**config.mk**
```make
export PLATFORM = sky130hd
export DESIGN_NAME = mem_arbiter
export DESIGN_NICKNAME = d
export VERILOG_FILES = /design/src/rtl/cpu_types_pkg.sv /design/src/rtl/rr_pick2.sv /design/src/rtl/mem_arbiter.sv
export SDC_FILE = /design/constraint.sdc
export NUM_CORES = 1
export LEC_CHECK = 0
export BUFFER_PORTS_ARGS = -buffer_cell sky130_fd_sc_hd__buf_2
export CORE_AREA = 3 3 167 169
export DETAILED_ROUTE_END_ITERATION = 7
export DIE_AREA = 0 0 170 172
export PLACE_DENSITY = 0.44
export SLEW_MARGIN = 15
export SYNTH_ARGS = -nofsm -noshare
export SYNTH_HDL_FRONTEND = slang
export SYNTH_SLANG_ARGS = --single-unit
```
**constraint.sdc**
```tcl
create_clock -name CLK -period 1.6 [get_ports CLK]
set_input_delay 0.08 -clock CLK [delete_from_list [all_inputs] [get_ports CLK]]
set_output_delay 0.08 -clock CLK [all_outputs]
set_load 0.02 [all_outputs]
```
**src/rtl/cpu_types_pkg.sv**
```systemverilog
// Shared CPU/memory-side types: RAM word and state, arbiter state and grant id.
// The arbiter and the caches on the non-snooping path import these types.
package cpu_types_pkg;

  localparam int WORD_W = 32;

  typedef logic [WORD_W-1:0] word_t;

  typedef enum logic [1:0] {
    FREE   = 2'd0,
    BUSY   = 2'd1,
    ACCESS = 2'd2,
    ERROR  = 2'd3
  } ramstate_t;

  typedef enum logic {
    IDLE = 1'b0,
    OWN  = 1'b1
  } arb_state_t;

  // Grant owner: which class (data/instruction) and which core.
  typedef struct packed {
    logic is_data;
    logic core;
  } gnt_id_t;

  // Saturating 4-bit increment, used by the instruction age counter.
  function automatic logic [3:0] sat_inc4(input logic [3:0] value, input logic [3:0] limit);
    return (value >= limit) ? limit : value + 4'd1;
  endfunction

endpackage

```
**src/rtl/rr_pick2.sv**
```systemverilog
// Two-way round-robin pick: the requester named by ptr wins if it is asking,
// otherwise the other one does.
module rr_pick2 (
  input  logic [1:0] req,
  input  logic       ptr,
  output logic       winner,
  output logic       any
);

  assign any    = |req;
  assign winner = req[ptr] ? ptr : ~ptr;

endmodule

```
**src/rtl/mem_arbiter.sv**
```systemverilog
// Four-way arbiter (icache0/1, dcache0/1) in front of the single RAM port.
// One transaction at a time; data beats instructions unless fetch has aged out.
module mem_arbiter
  import cpu_types_pkg::*;
#(
  parameter int CPUS      = 2,
  parameter int AGE_LIMIT = 8
) (
  input  logic                 CLK,
  input  logic                 nRST,
  // instruction ports
  input  logic      [CPUS-1:0] iREN,
  input  word_t     [CPUS-1:0] iaddr,
  output logic      [CPUS-1:0] iwait,
  output word_t     [CPUS-1:0] iload,
  // data ports
  input  logic      [CPUS-1:0] dREN,
  input  logic      [CPUS-1:0] dWEN,
  input  word_t     [CPUS-1:0] daddr,
  input  word_t     [CPUS-1:0] dstore,
  output logic      [CPUS-1:0] dwait,
  output word_t     [CPUS-1:0] dload,
  // RAM port
  output logic                 ramREN,
  output logic                 ramWEN,
  output word_t                ramaddr,
  output word_t                ramstore,
  input  word_t                ramload,
  input  ramstate_t            ramstate,
  // status
  output logic                 gnt_valid,
  output gnt_id_t              gnt_id,
  output logic                 ram_err
);

  localparam logic [3:0] AGE_MAX = 4'(AGE_LIMIT);

  arb_state_t state_q, state_d;
  gnt_id_t    gnt_id_q, gnt_id_d;
  logic       dptr_q, dptr_d;
  logic       iptr_q, iptr_d;
  logic [3:0] istarve_q, istarve_d;
  logic       ram_err_q;

  logic [1:0] d_req;
  logic       d_win, d_any;
  logic       i_win, i_any;
  logic       owner_req;
  logic       starve_hit;

  assign d_req      = dREN | dWEN;
  assign starve_hit = (istarve_q == AGE_MAX);

  rr_pick2 u_dpick (
    .req    (d_req),
    .ptr    (dptr_q),
    .winner (d_win),
    .any    (d_any)
  );

  rr_pick2 u_ipick (
    .req    (iREN),
    .ptr    (iptr_q),
    .winner (i_win),
    .any    (i_any)
  );

  // The owner's request still being up is what keeps the grant alive.
  assign owner_req = gnt_id_q.is_data ? d_req[gnt_id_q.core] : iREN[gnt_id_q.core];

  always_comb begin
    // NOTE: every output of this block gets a default first, so no path can
    // leave a signal unassigned and infer a latch.
    state_d   = state_q;
    gnt_id_d  = gnt_id_q;
    dptr_d    = dptr_q;
    iptr_d    = iptr_q;
    istarve_d = istarve_q;
    ramREN    = 1'b0;
    ramWEN    = 1'b0;
    ramaddr   = '0;
    ramstore  = '0;
    iwait     = '1;
    dwait     = '1;
    iload     = '0;
    dload     = '0;

    unique case (state_q)
      IDLE: begin
        if (d_any || i_any) begin
          state_d = OWN;
          if (i_any && (starve_hit || !d_any)) begin
            gnt_id_d  = '{is_data: 1'b0, core: i_win};
            iptr_d    = ~i_win;
            istarve_d = '0;
          end else begin
            gnt_id_d = '{is_data: 1'b1, core: d_win};
            dptr_d   = ~d_win;
            if (i_any) istarve_d = sat_inc4(istarve_q, AGE_MAX);
          end
        end
      end

      OWN: begin
        if (gnt_id_q.is_data) dload[gnt_id_q.core] = ramload;
        else                  iload[gnt_id_q.core] = ramload;

        if (!owner_req) begin
          // Withdrawn: RAM sees nothing this cycle and no completion is signalled.
          state_d = IDLE;
        end else begin
          if (gnt_id_q.is_data) begin
            ramaddr  = daddr[gnt_id_q.core];
            ramstore = dstore[gnt_id_q.core];
            ramWEN   = dWEN[gnt_id_q.core];
            ramREN   = dREN[gnt_id_q.core] & ~dWEN[gnt_id_q.core];
          end else begin
            ramaddr = iaddr[gnt_id_q.core];
            ramREN  = 1'b1;
          end

          if (ramstate == ACCESS) begin
            state_d = IDLE;
            if (gnt_id_q.is_data) dwait[gnt_id_q.core] = 1'b0;
            else                  iwait[gnt_id_q.core] = 1'b0;
          end
        end
      end

      default: state_d = IDLE;
    endcase
  end

  // NOTE: state registers use non-blocking assignment so every flop samples
  // the pre-edge value of its neighbours, matching real hardware.
  always_ff @(posedge CLK or negedge nRST) begin
    if (!nRST) begin
      state_q   <= IDLE;
      gnt_id_q  <= '0;
      dptr_q    <= 1'b0;
      iptr_q    <= 1'b0;
      istarve_q <= '0;
      ram_err_q <= 1'b0;
    end else begin
      state_q   <= state_d;
      gnt_id_q  <= gnt_id_d;
      dptr_q    <= dptr_d;
      iptr_q    <= iptr_d;
      istarve_q <= istarve_d;
      if (state_q == OWN && ramstate == ERROR) ram_err_q <= 1'b1;
    end
  end

  assign gnt_valid = (state_q == OWN);
  assign gnt_id    = gnt_id_q;
  assign ram_err   = ram_err_q;

endmodule
```
==> results of run 1 <==
[timing repair]
| item | in CTS | in global routing |
|---|---|---|
| hold endpoints to repair | 10 | 0 |
| gates resized for setup | 223 | 65 |
| setup endpoints to repair | 199 | 199 |
| hold buffers | 1 | 0 |
| pin swaps | 4 | 6 |
| buffers inserted | 14 | 2 |
| gates cloned | 10 | 3 |
[worst max-delay path: cells and delay by family, from the launching register on]
kind	cells	cell delay, ps
buf+inv	2	400
flops	1	480
simple gates	3	810
[through the flow]
stage	utilization (%)	setup WS (ps)	total power, uW	instance area (sq um)
after floorplan	-	-171.9	6569	3762
after global placement	24.73	-188.3	9527	6609
after detailed placement	24.73	-172.5	9521	6609
after CTS	29.13	-429.0	12130	7786
after global routing	29.85	-466.9	13030	7978
final	29.85	-418.8	12300	7978
[per-layer routing]
| metal | vias up | part of all wire [%] | track usage (%) |
|---|---|---|---|
| met5 | - | 0 | 0 |
| met4 | 0 | 0.52 | 0.7407 |
| met3 | 8 | 6.4 | 2.286 |
| met2 | 205 | 53 | 24.16 |
| met1 | 2211 | 40 | 15.43 |
| li1 | 2223 | - | - |
[worst min path at each step]
stage | end | depth (start not counted)
after CTS | ram_err$_DFFE_PN0P_ | 2
after detailed placement | istarve_q[0]$_DFFE_PN0P_ | 1
after global placement | istarve_q[1]$_DFFE_PN0P_ | 1
after global routing | ram_err$_DFFE_PN0P_ | 2
final | ram_err$_DFFE_PN0P_ | 2
after floorplan | dptr_q$_DFFE_PN0P_ | 0
[synth_stat cells (2+ instances only)]
master	instances	area share (%)
o21a_1	2	0.49
nor3b_1	33	8.2
nor2b_1	2	0.41
mux2_2	3	1.1
mux4_2	32	24
or4_1	3	0.74
clkbuf_1	18	2.2
inv_1	6	0.74
or3_1	2	0.41
nor3_1	4	0.66
mux2i_1	33	11
and3_1	2	0.41
nor2_1	36	4.5
o211ai_1	3	0.74
nand2b_1	2	0.41
buf_6	2	0.74
ha_1	2	0.82
buf_2	16	2.6
and2_1	128	26
dfrtp_1	10	8.2
nand2_1	3	0.37
[flip-flops by register name (all words and copies together) (netlist names)]
signal	flops
iptr_q	1
istarve_q	4
dptr_q	1
ram_err	1
gnt_id	2
gnt_valid	1
[where the power goes]
part | switching, uW | leakage (uW) | internal (uW)
Sequential | 80.5 | 0.000112 | 366
Combinational | 5670 | 0.00376 | 5690
Clock | 126 | 0.0000442 | 377
Total | 5880 | 0.00392 | 6430
[cells in the final DEF, fill, tap and decap left out, types with 3 or more instances in the layout]
| master | n |
|---|---|
| and2_1 | 59 |
| mux4_2 | 32 |
| mux2_2 | 3 |
| and2_4 | 57 |
| buf_2 | 320 |
| buf_16 | 8 |
| buf_4 | 63 |
| nor3b_4 | 28 |
| clkbuf_16 | 6 |
| nand2_1 | 3 |
| buf_6 | 86 |
| dfrtp_1 | 7 |
| nor2_1 | 4 |
| nor3b_2 | 4 |
| mux2i_1 | 33 |
| and2_2 | 12 |
| inv_1 | 6 |
| nor2_4 | 32 |
| o211ai_1 | 3 |
| buf_12 | 21 |
[kinds of logic after synthesis]
family	count (synthesis)	share of synthesized area [%]
buffers and inverters	43	6.598
AOI/OAI and AO/OA	21	5.485
and+or+nand+nor	218	43.09
adders and majority gates	2	0.8246
DFF	10	8.247
muxes	68	35.75
[final cells by class]
type / count / area (sq um) / area share [%]
clock buffer: 4 / 88.84 / 1.114
inverter: 6 / 22.52 / 0.2823
multi-input combinational: 309 / 3415 / 42.80
sequential: 10 / 256.5 / 3.215
tap: 341 / 426.7 / 5.348
timing repair buffer: 502 / 3769 / 47.24
==> results.sh, run 1 <==
export IMPL_min_path_type="primary input to register"
export IMPL_num_io_pins=436
export IMPL_violations="setup timing"
export IMPL_ant_nets=0
export IMPL_powerDensity_nw_per_um2=1542
export IMPL_portBuffers=435
export IMPL_place_inst=1141
export IMPL_yosysSeqAreaShare_pct=8.247
export IMPL_peakVddDrop_v=0.0005173
export IMPL_drtIter0Drc=128
export IMPL_startpoint_type="register"
export IMPL_grt_first_pass_wirelength_mm=28.55
export IMPL_numCtsBuffers=3
export IMPL_drive_gt1_share_pct=83.15
export IMPL_cp_slowest_cell="or4_4"
export IMPL_grt_overflow=0
export IMPL_routed_via_density=3.965
export IMPL_fp_dieArea_sq_um=29240
export IMPL_rows=60
export IMPL_wirelength_mm=20.93
export IMPL_clkSlewWorstSetupHoldPaths_ps=40
export IMPL_endpoint="ramstore[0]"
export IMPL_core_area_sq_um=26730
export IMPL_antenna_found_initial=0
export IMPL_r2r_slack_ps=-80
export IMPL_cp_arrival_ps=1940
export IMPL_async_flop_share_pct=100.0
export IMPL_syn_avg_cell_area_sq_um=8.382
export IMPL_slew_headroom_pct=61.79
export IMPL_nNetsFinal=1068
export IMPL_clk_latency_ps=240
export IMPL_die_y_um=172
export IMPL_fillers=2852
export IMPL_drv_cap=0
export IMPL_path_class="register to primary output"
export IMPL_period_share_pct=126.2
export IMPL_worstHoldStart="ramstate[0]"
export IMPL_finalMaxSlewViolations=0
export IMPL_crit_chain="nor3b_1 -> or4_4 -> buf_12 -> nor2_1 -> buf_2"
export IMPL_wl_per_cell_um=17.86
export IMPL_period_needed_ps=2019
export IMPL_ys_flop_type="dfrtp_1"
export IMPL_clockBufferDepth=2
export IMPL_r2r_end="gnt_valid$_DFF_PN0_"
export IMPL_path_max_fanout=25
export IMPL_cts_sinks=10
export IMPL_syn_area_sq_um=3034
export IMPL_synth_cell_type_count=41
export IMPL_final_cells=1172
export IMPL_start_util_pct=11.35
export IMPL_drc=0
export IMPL_h_tree_depth=1
export IMPL_grtUsageTotal_pct=12.63
export IMPL_status="complete, but fails checks"
export IMPL_startpoint="gnt_id[0]$_DFFE_PN0P_"
export IMPL_hold_violations=0
export IMPL_worst_pin_slew_ps=571.9
export IMPL_worst_r2r_path_depth=6
export IMPL_yosys_register_bits=10
export IMPL_num_vias=4647
export IMPL_dr_pass1_iters=4
export IMPL_grt_max_degree=26
export IMPL_fin_setup_tns_ps=-54440
export IMPL_grt_pass1_vias=4839
export IMPL_p_leak_uw=0.003917
export IMPL_whs_ps=101.0
export IMPL_setup_ws_ps=-418.8
export IMPL_cp_data_required_time_ps=1520
export IMPL_place_gp_congestion=0.7699
export IMPL_timing_rr_start="gnt_id[0]$_DFFE_PN0P_"
export IMPL_syn_inst=362
export IMPL_hpwl_mm=15.30
export IMPL_area_delta_synth_final_pct=162.9
export IMPL_slowest_delay_ps=530
export IMPL_setup_viol=199
export IMPL_cts_tree="built"
export IMPL_synth_edff_count=0
export IMPL_fmax_mhz=495.3
export IMPL_fp_dieW_um=170
export IMPL_fin_skew_ps=3.224
export IMPL_endpoint_kind="primary output"
export IMPL_diodes=0
export IMPL_synth_warnings=0
export IMPL_rsz0062_at_grt="true"
export IMPL_cts_root_buf="clkbuf_16"
export IMPL_synth_fp_nets=598
Note: power is estimated with default switching activity, not from simulation.
==> run 2, diff against run 1 <==
ABC_AREA = 1   (was unset)
CORE_AREA = 3 3 168 170   (was 3 3 167 169)
DIE_AREA = 0 0 171 173   (was 0 0 170 172)
PLACE_DENSITY = 0.43   (was 0.44)
==> run 2 against run 1 <==
The run still ends with setup timing left. Global-route usage up 0.27 points. Hold slack better by 2.8 ps. Non-clock buffer count down 2. Largest power group unchanged. Highest routed layer unchanged.
==> results.sh, run 2 <==
export IMPL_clockBufferDepth=2
export IMPL_largest_reg_flops=4
export IMPL_numCtsBuffers=3
export IMPL_min_path_type="primary input to register"
export IMPL_clkSlewWorstSetupHoldPaths_ps=40
export IMPL_syn_avg_cell_area_sq_um=4.423
export IMPL_path_class="register to primary output"
export IMPL_ys_flop_type="dfrtp_1"
export IMPL_grt_overflow=0
export IMPL_drc=0
export IMPL_fmax_mhz=549.4
export IMPL_yosysMostFrequentCell="nand2_1"
export IMPL_wirelength_mm=25.38
export IMPL_diodes=0
export IMPL_violations="setup timing"
export IMPL_portBuffers=435
export IMPL_drtIter0Drc=263
export IMPL_yosys_register_bits=10
export IMPL_final_cell_mix="348 x buf_2, 271 x nand2_1, 178 x nor2_1"
export IMPL_syn_inst=658
export IMPL_cts_sinks=10
export IMPL_start_util_pct=10.83
export IMPL_die_y_um=173
export IMPL_multi_input_area_sq_um=2758
export IMPL_cp_data_required_time_ps=1520
export IMPL_hold_violations=0
export IMPL_hpwl_mm=17.28
export IMPL_grt_pass1_vias=5573
export IMPL_p_total_uw=14910
export IMPL_num_io_pins=436
export IMPL_peakVddDrop_v=0.0007444
export IMPL_startpoint_type="register"
export IMPL_syn_area_sq_um=2910
export IMPL_cts_tree="built"
export IMPL_place_inst=1426
export IMPL_final_cells=1459
export IMPL_ys_top_cells_by_area="nand2_1 38%, nor2_1 30%, dfrtp_1 8.6%"
export IMPL_cp_arrival_ps=1740
export IMPL_area_delta_synth_final_pct=141.9
export IMPL_worst_pin_slew_ps=386.7
export IMPL_yosysTopAreaCellShare_pct=37.53
export IMPL_p_leak_uw=0.004051
export IMPL_grt_first_pass_wirelength_mm=30.62
export IMPL_yosysSeqAreaShare_pct=8.598
export IMPL_grtUsageTotal_pct=12.90
export IMPL_antenna_found_initial=1
export IMPL_powerDensity_nw_per_um2=2117
export IMPL_netlist_top_cell_by_area="nand2_1"
export IMPL_cts_root_buf="clkbuf_16"
export IMPL_place_gp_congestion=0.7971
export IMPL_synth_fp_nets=894
export IMPL_period_share_pct=113.8
export IMPL_drive_gt1_share_pct=53.49
export IMPL_ant_nets=0
export IMPL_dr_pass1_iters=5
export IMPL_setup_viol=132
export IMPL_finalMaxSlewViolations=0
export IMPL_seqCellArea_sq_um=256.5
export IMPL_yosys_top_cells_count="291 x nand2_1, 236 x nor2_1, 32 x a22oi_1, 19 x clkbuf_1, 15 x buf_2"
export IMPL_wl_per_cell_um=17.39
export IMPL_top_register="istarve_q"
export IMPL_async_flop_share_pct=100.0
export IMPL_final_common_cell="buf_2"
export IMPL_h_tree_depth=1
export IMPL_rsz0062_at_grt="true"
export IMPL_fillers=3075
export IMPL_drv_cap=0
export IMPL_setup_ws_ps=-220.2
export IMPL_period_needed_ps=1820
export IMPL_path_max_fanout=7
export IMPL_core_area_sq_um=26880
export IMPL_slew_headroom_pct=74.12
export IMPL_synth_cell_type_count=22
export IMPL_status="complete, but fails checks"
export IMPL_grt_max_degree=57
export IMPL_nNetsFinal=1355
export IMPL_clk_latency_ps=240
export IMPL_fp_dieW_um=171
export IMPL_fp_dieArea_sq_um=29580
export IMPL_routed_via_density=4.116
export IMPL_rows=60
export IMPL_synth_edff_count=0
export IMPL_fin_skew_ps=1.565
export IMPL_synth_warnings=0
export IMPL_endpoint_kind="primary output"
export IMPL_num_vias=6005
-- run 2: area by class of cell --
class	count	area share, %
Clock buffer	4	1.262
Sequential cell	10	3.643
Multi-Input combinational cell	587	39.17
Inverter	17	1.013
Tap cell	341	6.060
Timing Repair Buffer	500	48.85
-- run 2: cell families after synthesis --
| kind of cell | count (synthesis) | share of synthesized area (%) |
|---|---|---|
| AND/OR/NAND/NOR | 540 | 70.38 |
| adder cells (fa/ha/maj) | 2 | 0.8597 |
| AO/OA/AOI/OAI | 43 | 10.49 |
| buffers and inverters | 63 | 9.673 |
| flip-flops | 10 | 8.598 |
-- run 2: layer usage --
layer  global-route usage (%)  up-vias  wire length, um
met2                    25.41      333            13210
met1                    14.51     2710             9812
li1                         -     2934                -
met4                    2.381        0              521
met3                    1.875       28             1833
met5                        0        -                0
-- run 2: final timing paths --
path	startpoint	to	slack, ps	cells past startpoint
setup / recovery	gnt_id[1]$_DFFE_PN0P_	ramaddr[30]	-220	8
hold / removal	ramstate[0]	ram_err$_DFFE_PN0P_	100	2
setup reg to reg	gnt_valid$_DFF_PN0_	istarve_q[3]$_DFFE_PN0P_	270	6
hold reg to reg	ram_err$_DFFE_PN0P_	ram_err$_DFFE_PN0P_	460	1
max in group asynchronous	nRST	gnt_valid$_DFF_PN0_	1120	2
min in group asynchronous	nRST	istarve_q[1]$_DFFE_PN0P_	250	2
-- run 2: power by group --
| group | switching [uW] | internal, uW |
|---|---|---|
| Sequential | 170 | 378 |
| Clock | 123 | 376 |
| Combinational | 8330 | 5520 |
| Total | 8630 | 6280 |
-- run 2: stage by stage --
stage | setup slack, ps | TNS (ps) | hold WS (ps) | instance area, sq um | util (%)
2_1_floorplan | -82.26 | -3101 | -215.6 | 2940 | -
3_3_place_gp | 0.9285 | 0 | -41.30 | 5722 | 21.29
3_5_place_dp | 20.30 | 0 | -39.35 | 5722 | 21.29
4_1_cts | -224.5 | -13540 | 100.6 | 6183 | 23.01
5_1_grt | -304.3 | -25470 | 113.0 | 7041 | 26.20
6_report | -220.2 | -14000 | 103.9 | 7041 | 26.20
-- run 2: repair_timing --
| action | 4_1_cts | 5_1_grt |
|---|---|---|
| resized for setup | 84 | 166 |
| buffers inserted | 5 | 5 |
| hold buffers | 1 | 0 |
| cloned | 2 | 18 |
| endpoints found under the setup margin | 181 | 175 |
| endpoints found under the hold margin | 10 | 0 |
| pin swaps | 0 | 33 |
-- run 2: critical path, cell delays in order (launching register included) --
cell       delay, ps
dfrtp_2          450
buf_4            180
inv_8             80
nand2_2           70
nand2_4          120
nand2_8          110
clkbuf_16        210
nor2_1           120
buf_4            150
